==> src/rtl/pipe_ctrl_pkg.sv <==
// Shared definitions for the pipeline stall/flush sequencer: state encoding,
// default widths and the control-vector bit ordering used by the pipeline top.
package pipe_ctrl_pkg;

  typedef enum logic {
    ST_RUN      = 1'b0,
    ST_MEM_WAIT = 1'b1
  } pipe_state_e;

  localparam int DEF_WAIT_W = 8;
  localparam int DEF_CNT_W  = 32;

  // Bit positions inside the control vector handed to the pipeline top.
  localparam int OUT_PC_WRITE    = 0;
  localparam int OUT_IF_ID_WRITE = 1;
  localparam int OUT_IF_ID_FLUSH = 2;
  localparam int OUT_ID_EX_BUBBLE = 3;
  localparam int OUT_FREEZE      = 4;
  localparam int OUT_W           = 5;

  // Canonical control patterns, {freeze, bubble, flush, if_id_write, pc_write}.
  localparam logic [OUT_W-1:0] CTRL_RUN    = 5'b00011;
  localparam logic [OUT_W-1:0] CTRL_FLUSH  = 5'b00111;
  localparam logic [OUT_W-1:0] CTRL_BUBBLE = 5'b01000;
  localparam logic [OUT_W-1:0] CTRL_FREEZE = 5'b10000;

endpackage

==> src/rtl/stall_sat_cnt.sv <==
// Counter with clear/increment and a saturate-or-wrap select. A clear with a
// simultaneous increment loads 1, so the first counted cycle is never lost.
module stall_sat_cnt #(
  parameter int W   = 8,
  parameter bit SAT = 1'b0
) (
  input  logic         clk_i,
  input  logic         rst_i,
  input  logic         clr_i,
  input  logic         inc_i,
  output logic [W-1:0] cnt_o
);

  localparam logic [W-1:0] MAX_V = '1;

  logic [W-1:0] cnt_q, cnt_d;

  // Next-count selection: clear, then increment with saturate or wrap.
  always_comb begin
    cnt_d = cnt_q;
    if (clr_i) begin
      cnt_d = W'(inc_i);
    end else if (inc_i) begin
      if (SAT && (cnt_q == MAX_V)) begin
        cnt_d = cnt_q;
      end else begin
        cnt_d = cnt_q + W'(1);
      end
    end
  end

  // Count register, cleared asynchronously.
  always_ff @(posedge clk_i or negedge rst_i) begin
    if (!rst_i) begin
      cnt_q <= '0;
    end else begin
      cnt_q <= cnt_d;
    end
  end

  assign cnt_o = cnt_q;

endmodule

==> src/rtl/pipe_stall_ctrl.sv <==
// Central stall/flush sequencer for the 5-stage pipeline. Arbitrates
// memory-busy, branch-taken and load-use hazards into PC / IF/ID / ID/EX
// controls with zero latency, remembers a redirect seen during a memory
// freeze, and flags memory waits that never end.
// Optional build macro PIPE_STALL_PERF_CNT_EN adds the performance counters;
// without it the *_cnt_o ports read 0.
//
// Interface semantics: there is no valid/ready handshake. Every hazard input
// is a level sampled in the cycle it is raised; the controls it causes are
// driven combinationally in that same cycle, and all state advances on the
// rising edge of clk_i.
module pipe_stall_ctrl
  import pipe_ctrl_pkg::*;
#(
  parameter int MAX_MEM_WAIT = 255,
  parameter int WAIT_W       = DEF_WAIT_W,
  parameter int CNT_W        = DEF_CNT_W
) (
  input  logic             clk_i,
  input  logic             rst_i,
  input  logic             load_use_i,
  input  logic             branch_taken_i,
  input  logic             mem_stall_i,
  output logic             pc_write_o,
  output logic             if_id_write_o,
  output logic             if_id_flush_o,
  output logic             id_ex_bubble_o,
  output logic             freeze_o,
  output logic             state_o,
  output logic             timeout_o,
  output logic [CNT_W-1:0] load_use_cnt_o,
  output logic [CNT_W-1:0] mem_stall_cnt_o,
  output logic [CNT_W-1:0] flush_cnt_o
);

  // A MEM_WAIT cycle whose incoming count is MAX_MEM_WAIT-1 is freeze cycle
  // number MAX_MEM_WAIT; the saturated count always satisfies the compare.
  localparam logic [WAIT_W-1:0] MAX_M1 = WAIT_W'(MAX_MEM_WAIT - 1);

  pipe_state_e       state_q, state_d;
  logic              flush_pend_q, flush_pend_d;
  logic              timeout_q, timeout_d;
  logic [OUT_W-1:0]  ctrl;
  logic              wait_clr, wait_inc;
  logic [WAIT_W-1:0] wait_cnt;

  // Priority decode (memory > flush > load-use) and next-state selection.
  always_comb begin
    ctrl         = CTRL_RUN;
    state_d      = state_q;
    flush_pend_d = flush_pend_q;
    timeout_d    = timeout_q;
    wait_clr     = 1'b1;
    wait_inc     = 1'b0;
    if (!rst_i) begin
      ctrl = CTRL_RUN;
    end else if (mem_stall_i) begin
      ctrl     = CTRL_FREEZE;
      state_d  = ST_MEM_WAIT;
      wait_inc = 1'b1;
      if (state_q == ST_RUN) begin
        // First freeze cycle: count restarts at 1, any old redirect is moot.
        flush_pend_d = branch_taken_i;
        wait_clr     = 1'b1;
        if (MAX_MEM_WAIT == 1) begin
          timeout_d = 1'b1;
        end
      end else begin
        flush_pend_d = flush_pend_q | branch_taken_i;
        wait_clr     = 1'b0;
        if (wait_cnt >= MAX_M1) begin
          timeout_d = 1'b1;
        end
      end
    end else begin
      state_d      = ST_RUN;
      flush_pend_d = 1'b0;
      if (branch_taken_i || flush_pend_q) begin
        // The flushed instruction is the load-use consumer, so load_use_i
        // needs no bubble here.
        ctrl = CTRL_FLUSH;
      end else if (load_use_i) begin
        ctrl = CTRL_BUBBLE;
      end
    end
  end

  // State, pending redirect and sticky timeout registers.
  always_ff @(posedge clk_i or negedge rst_i) begin
    if (!rst_i) begin
      state_q      <= ST_RUN;
      flush_pend_q <= 1'b0;
      timeout_q    <= 1'b0;
    end else begin
      state_q      <= state_d;
      flush_pend_q <= flush_pend_d;
      timeout_q    <= timeout_d;
    end
  end

  stall_sat_cnt #(
    .W   (WAIT_W),
    .SAT (1'b1)
  ) u_wait_cnt (
    .clk_i (clk_i),
    .rst_i (rst_i),
    .clr_i (wait_clr),
    .inc_i (wait_inc),
    .cnt_o (wait_cnt)
  );

`ifdef PIPE_STALL_PERF_CNT_EN
  stall_sat_cnt #(
    .W   (CNT_W),
    .SAT (1'b0)
  ) u_load_use_cnt (
    .clk_i (clk_i),
    .rst_i (rst_i),
    .clr_i (1'b0),
    .inc_i (ctrl[OUT_ID_EX_BUBBLE]),
    .cnt_o (load_use_cnt_o)
  );

  stall_sat_cnt #(
    .W   (CNT_W),
    .SAT (1'b0)
  ) u_mem_stall_cnt (
    .clk_i (clk_i),
    .rst_i (rst_i),
    .clr_i (1'b0),
    .inc_i (ctrl[OUT_FREEZE]),
    .cnt_o (mem_stall_cnt_o)
  );

  stall_sat_cnt #(
    .W   (CNT_W),
    .SAT (1'b0)
  ) u_flush_cnt (
    .clk_i (clk_i),
    .rst_i (rst_i),
    .clr_i (1'b0),
    .inc_i (ctrl[OUT_IF_ID_FLUSH]),
    .cnt_o (flush_cnt_o)
  );
`else
  assign load_use_cnt_o  = '0;
  assign mem_stall_cnt_o = '0;
  assign flush_cnt_o     = '0;
`endif

  assign pc_write_o     = ctrl[OUT_PC_WRITE];
  assign if_id_write_o  = ctrl[OUT_IF_ID_WRITE];
  assign if_id_flush_o  = ctrl[OUT_IF_ID_FLUSH];
  assign id_ex_bubble_o = ctrl[OUT_ID_EX_BUBBLE];
  assign freeze_o       = ctrl[OUT_FREEZE];
  assign state_o        = (state_q == ST_MEM_WAIT);
  assign timeout_o      = timeout_q;

endmodule

==> config.mk <==
export PLATFORM = sky130hd
export DESIGN_NAME = pipe_stall_ctrl
export DESIGN_NICKNAME = d
export VERILOG_FILES = /design/src/rtl/pipe_ctrl_pkg.sv /design/src/rtl/stall_sat_cnt.sv /design/src/rtl/pipe_stall_ctrl.sv
export SDC_FILE = /design/constraint.sdc
export NUM_CORES = 1
export LEC_CHECK = 0
export CAP_MARGIN = 15
export CORE_MARGIN = 2
export CORE_UTILIZATION = 36
export DETAILED_ROUTE_END_ITERATION = 7
export MAX_ROUTING_LAYER = met4
export PLACE_DENSITY = 0.87
export SLEW_MARGIN = 20
export SYNTH_ARGS = -nofsm -noshare
export SYNTH_HDL_FRONTEND = slang
export SYNTH_SLANG_ARGS = --single-unit
==> constraint.sdc <==
create_clock -name clk_i -period 3.4 [get_ports clk_i]
set_input_delay 1.02 -clock clk_i [delete_from_list [all_inputs] [get_ports clk_i]]
set_output_delay 1.02 -clock clk_i [all_outputs]
set_load 0.02 [all_outputs]
==> summary.md <==
| Metric | Value |
|---|---|
| Top cell type's share of synthesized area | 0.545 |
| Number of sinks handled by clock tree synthesis | 11 |
| Library cells used by synthesis | 26 |
| DRC Markers | 0 |
| Total number of placement rows | 22 |
| Depth of the CTS H-tree | 1 |
| Area Overhead vs Synth | -9.65% |
| Root buf cell | clkbuf_8 |
| Synthesis-stage register bit count | 11 |
| Port Buffer Count | 11 |
| Antenna-violating nets left | 0 |
| First-pass GRT wire length | 2130 um |
| Pre-CTS setup slack | -0.204 ns |
| Top Ports | 108 |
| Async S/R FF share, synth | 1.00 |
| Worst hold path class | reg -> reg |
| Post-layout worst setup margin | 0.119 ns |
| Gpl congestion | 0.763 |
| Sequential share of the synthesized area | 0.206 |
| Clock tree buffer depth | 2 |
| Detailed Place HPWL | 1350 um |
| Horizontal die dimension | 64.9 um |
| Post-synth design cell area | 1340 um^2 |
| Pin count of the biggest net entering global routing | 11 |
| Die ar. | 4210 um^2 |
| TritonCTS buffer count | 3 |
| Post-CTS clock slew at the launch and capture registers of the worst setup and hold paths | 0.05 ns |
| Count of flip-flops with a built-in enable after synthesis | 0 |
| Nets@finish | 186 |
| Overall track demand over capacity in global routing | 0.0683 |
| Outcome | complete, no violations |
| Area after DPL | 1160 um^2 |
| Post-synthesis cell type with the largest combined area | buf_4 |
| Final clock skew | 0.00248 ns |
| Antenna violations before repair | 0 |
| Kind of start point of the critical path | input port |
| Final setup violating endpoints | 0 |
| Placeable Area | 3610 um^2 |
| Critical path capture point type | output port |
| Worst Setup Path Type | in -> out |
| Final cell count without fillers | 226 |
| Leakage component of the power | 0.000678 uW |
| TritonCTS clock tree | yes |
| Most common cell in the netlist | buf_4 |
| Arrival @ worst endpoint | 2.26 ns |
| Max-slew violation total from the final report | 0 |
| Flip-flop cell with the highest count after synthesis | dfrtp_1 |
| Cells after Synth | 161 |
| Maxcap violations | 0 |
| Count of placed standard cells including taps | 222 |
| Post-Synthesis Mean Instance Area | 8.29 um^2 |
| DRT Wirelength | 1660 um |
| Delay contributed by the slowest stage of the critical path | 0.49 ns |
| Via-to-Cell Ratio | 3.54 |
| Final worst path period share | 0.965 |
| Clock insertion delay at the later pin of the skew report | 0.24 ns |
| Number of global-route vias before repair | 490 |
| Master of the slowest instance on the critical path | clkdlybuf4s50_1 |
| Final critical path time including I/O delays and setup | 3.28 ns |
| Worst-case vdd ir drop | 0.115 mV |
| Critical Path Fanout Max | 2 |
| Most used standard cells in the synthesized netlist | buf_4, dfrtp_1, nand2_1, inv_1, o21ai_0 |
| Inserted Diodes | 0 |
| Power density over the cells | 329 nW/um^2 |
| Routed via count | 801 |
| DR pass1 iterations | 4 |
| Fmax | 305 MHz |
| Total of warnings raised by yosys | 0 |
| RSZ-0062 raised after global routing | no |
| Vertical die dimension | 64.9 um |
| Final count of hold timing violations | 0 |
| Detail-routed net length per standard cell | 7.36 um |
| Fraction of layout cells with a size suffix above 1 | 0.0562 |
| Finished layout cell area | 1210 um^2 |
| WP data required | 2.38 ns |
| Ordered cell list for the critical path | clkdlybuf4s50_1 > nor2_1 > and2_1 > o21ai_0 > dlygate4sd2_1 |
| Leading post-synthesis cells by cell area | buf_4, dfrtp_1, ha_1 |
| Setup bufs post-CTS | 0 |
| Iteration-0 DRC Markers | 21 |
| GRT Residual Overflow | 0 |
| Effective utilization at floorplan | 0.370 |
| Share of the core filled with cells in the final layout | 0.334 |
[worst max-delay path, delay by kind of cell]
| kind | cells | cell delay (ns) |
|---|---|---|
| compound gates | 1 | 0.17 |
| simple gates | 2 | 0.23 |
| buf+inv | 2 | 0.85 |
[worst paths after layout]
path / cells after the start / from / slack [ns] / to
worst max-delay path: 5 / branch_taken_i / 0.12 / pc_write_o
worst min-delay path: 1 / timeout_o / 0.49 / timeout_o
min in group asynchronous: 2 / rst_i / 1.18 / u_wait_cnt.cnt_o[5]
worst max register to register: 4 / u_wait_cnt.cnt_o[0] / 2.04 / u_wait_cnt.cnt_o[7]
worst min register to register: 1 / timeout_o / 0.49 / timeout_o
max in group asynchronous: 2 / rst_i / 2.08 / u_wait_cnt.cnt_o[3]
[layout by cell type, fill, tap and decap left out]
cell type	instances
nor4_1	2
clkdlybuf4s50_1	6
inv_1	5
ha_1	2
nor2_1	2
and2_1	1
and3_4	1
dfrtp_1	11
dlygate4sd2_1	4
nand3_1	3
nor3_1	4
o21bai_1	3
a211oi_1	3
and4_4	1
and3b_1	1
o311a_1	2
and3_1	1
buf_4	4
clkbuf_8	3
nand2_1	6
dlymetal6s2s_1	1
conb_1	96
nand4_2	1
o21ai_0	5
nor3b_1	1
nand4_1	1
a21oi_1	2
o2111ai_1	1
clkbuf_1	1
a22o_1	1
a31oi_1	3
[layer usage]
metal | wire length [um] | global-route usage
met4 | 8 | 0.0239
met2 | 741 | 0.0941
met3 | 272 | 0.0382
met1 | 642 | 0.0832
met5 | 0 | -
[through the flow]
stage	power [uW]	hold slack, ns	setup TNS [ns]
CTS	401	0.500	0
detailed placement	270	0.470	-0.540
global placement	269	0.475	-0.445
global route	422	0.507	0
floorplan	333	0.507	0
finish	397	0.487	0
[area by class of cell]
cell class	count	area (um^2)
fill	396	2400
multi-input combinational	143	669
sequential	11	275
timing repair buffer	15	138
tap	48	60.1
clock buffer	4	45.0
inverter	5	18.8
[cells by family (layout without fill, tap and decap cells)]
family,after synthesis,in the layout,synth area share
adders and majority gates,2,2,0.0187
DFF,11,11,0.206
other,1,96,0.00281
and+or+nand+nor,25,25,0.111
AOI/OAI and AO/OA,20,20,0.102
buffers and inverters,102,24,0.560
[sequential cells by signal, summed over array words and instances (netlist names)]
signal            count
flush_pend_q          1
u_wait_cnt.cnt_o      8
state_o               1
timeout_o             1
[power breakdown]
part	switching (uW)	leakage, uW	internal (uW)	total [uW]
Clock	46.7	0.0000228	82.1	129
Combinational	113	0.000506	17.2	130
Sequential	3.57	0.000150	135	138
[what timing repair did]
| item | CTS | global route |
|---|---|---|
| endpoints found under the setup margin | 4 | 1 |
| hold buffers | 0 | 0 |
| resized for setup | 4 | 1 |
Note: power is estimated with default switching activity, not from simulation.
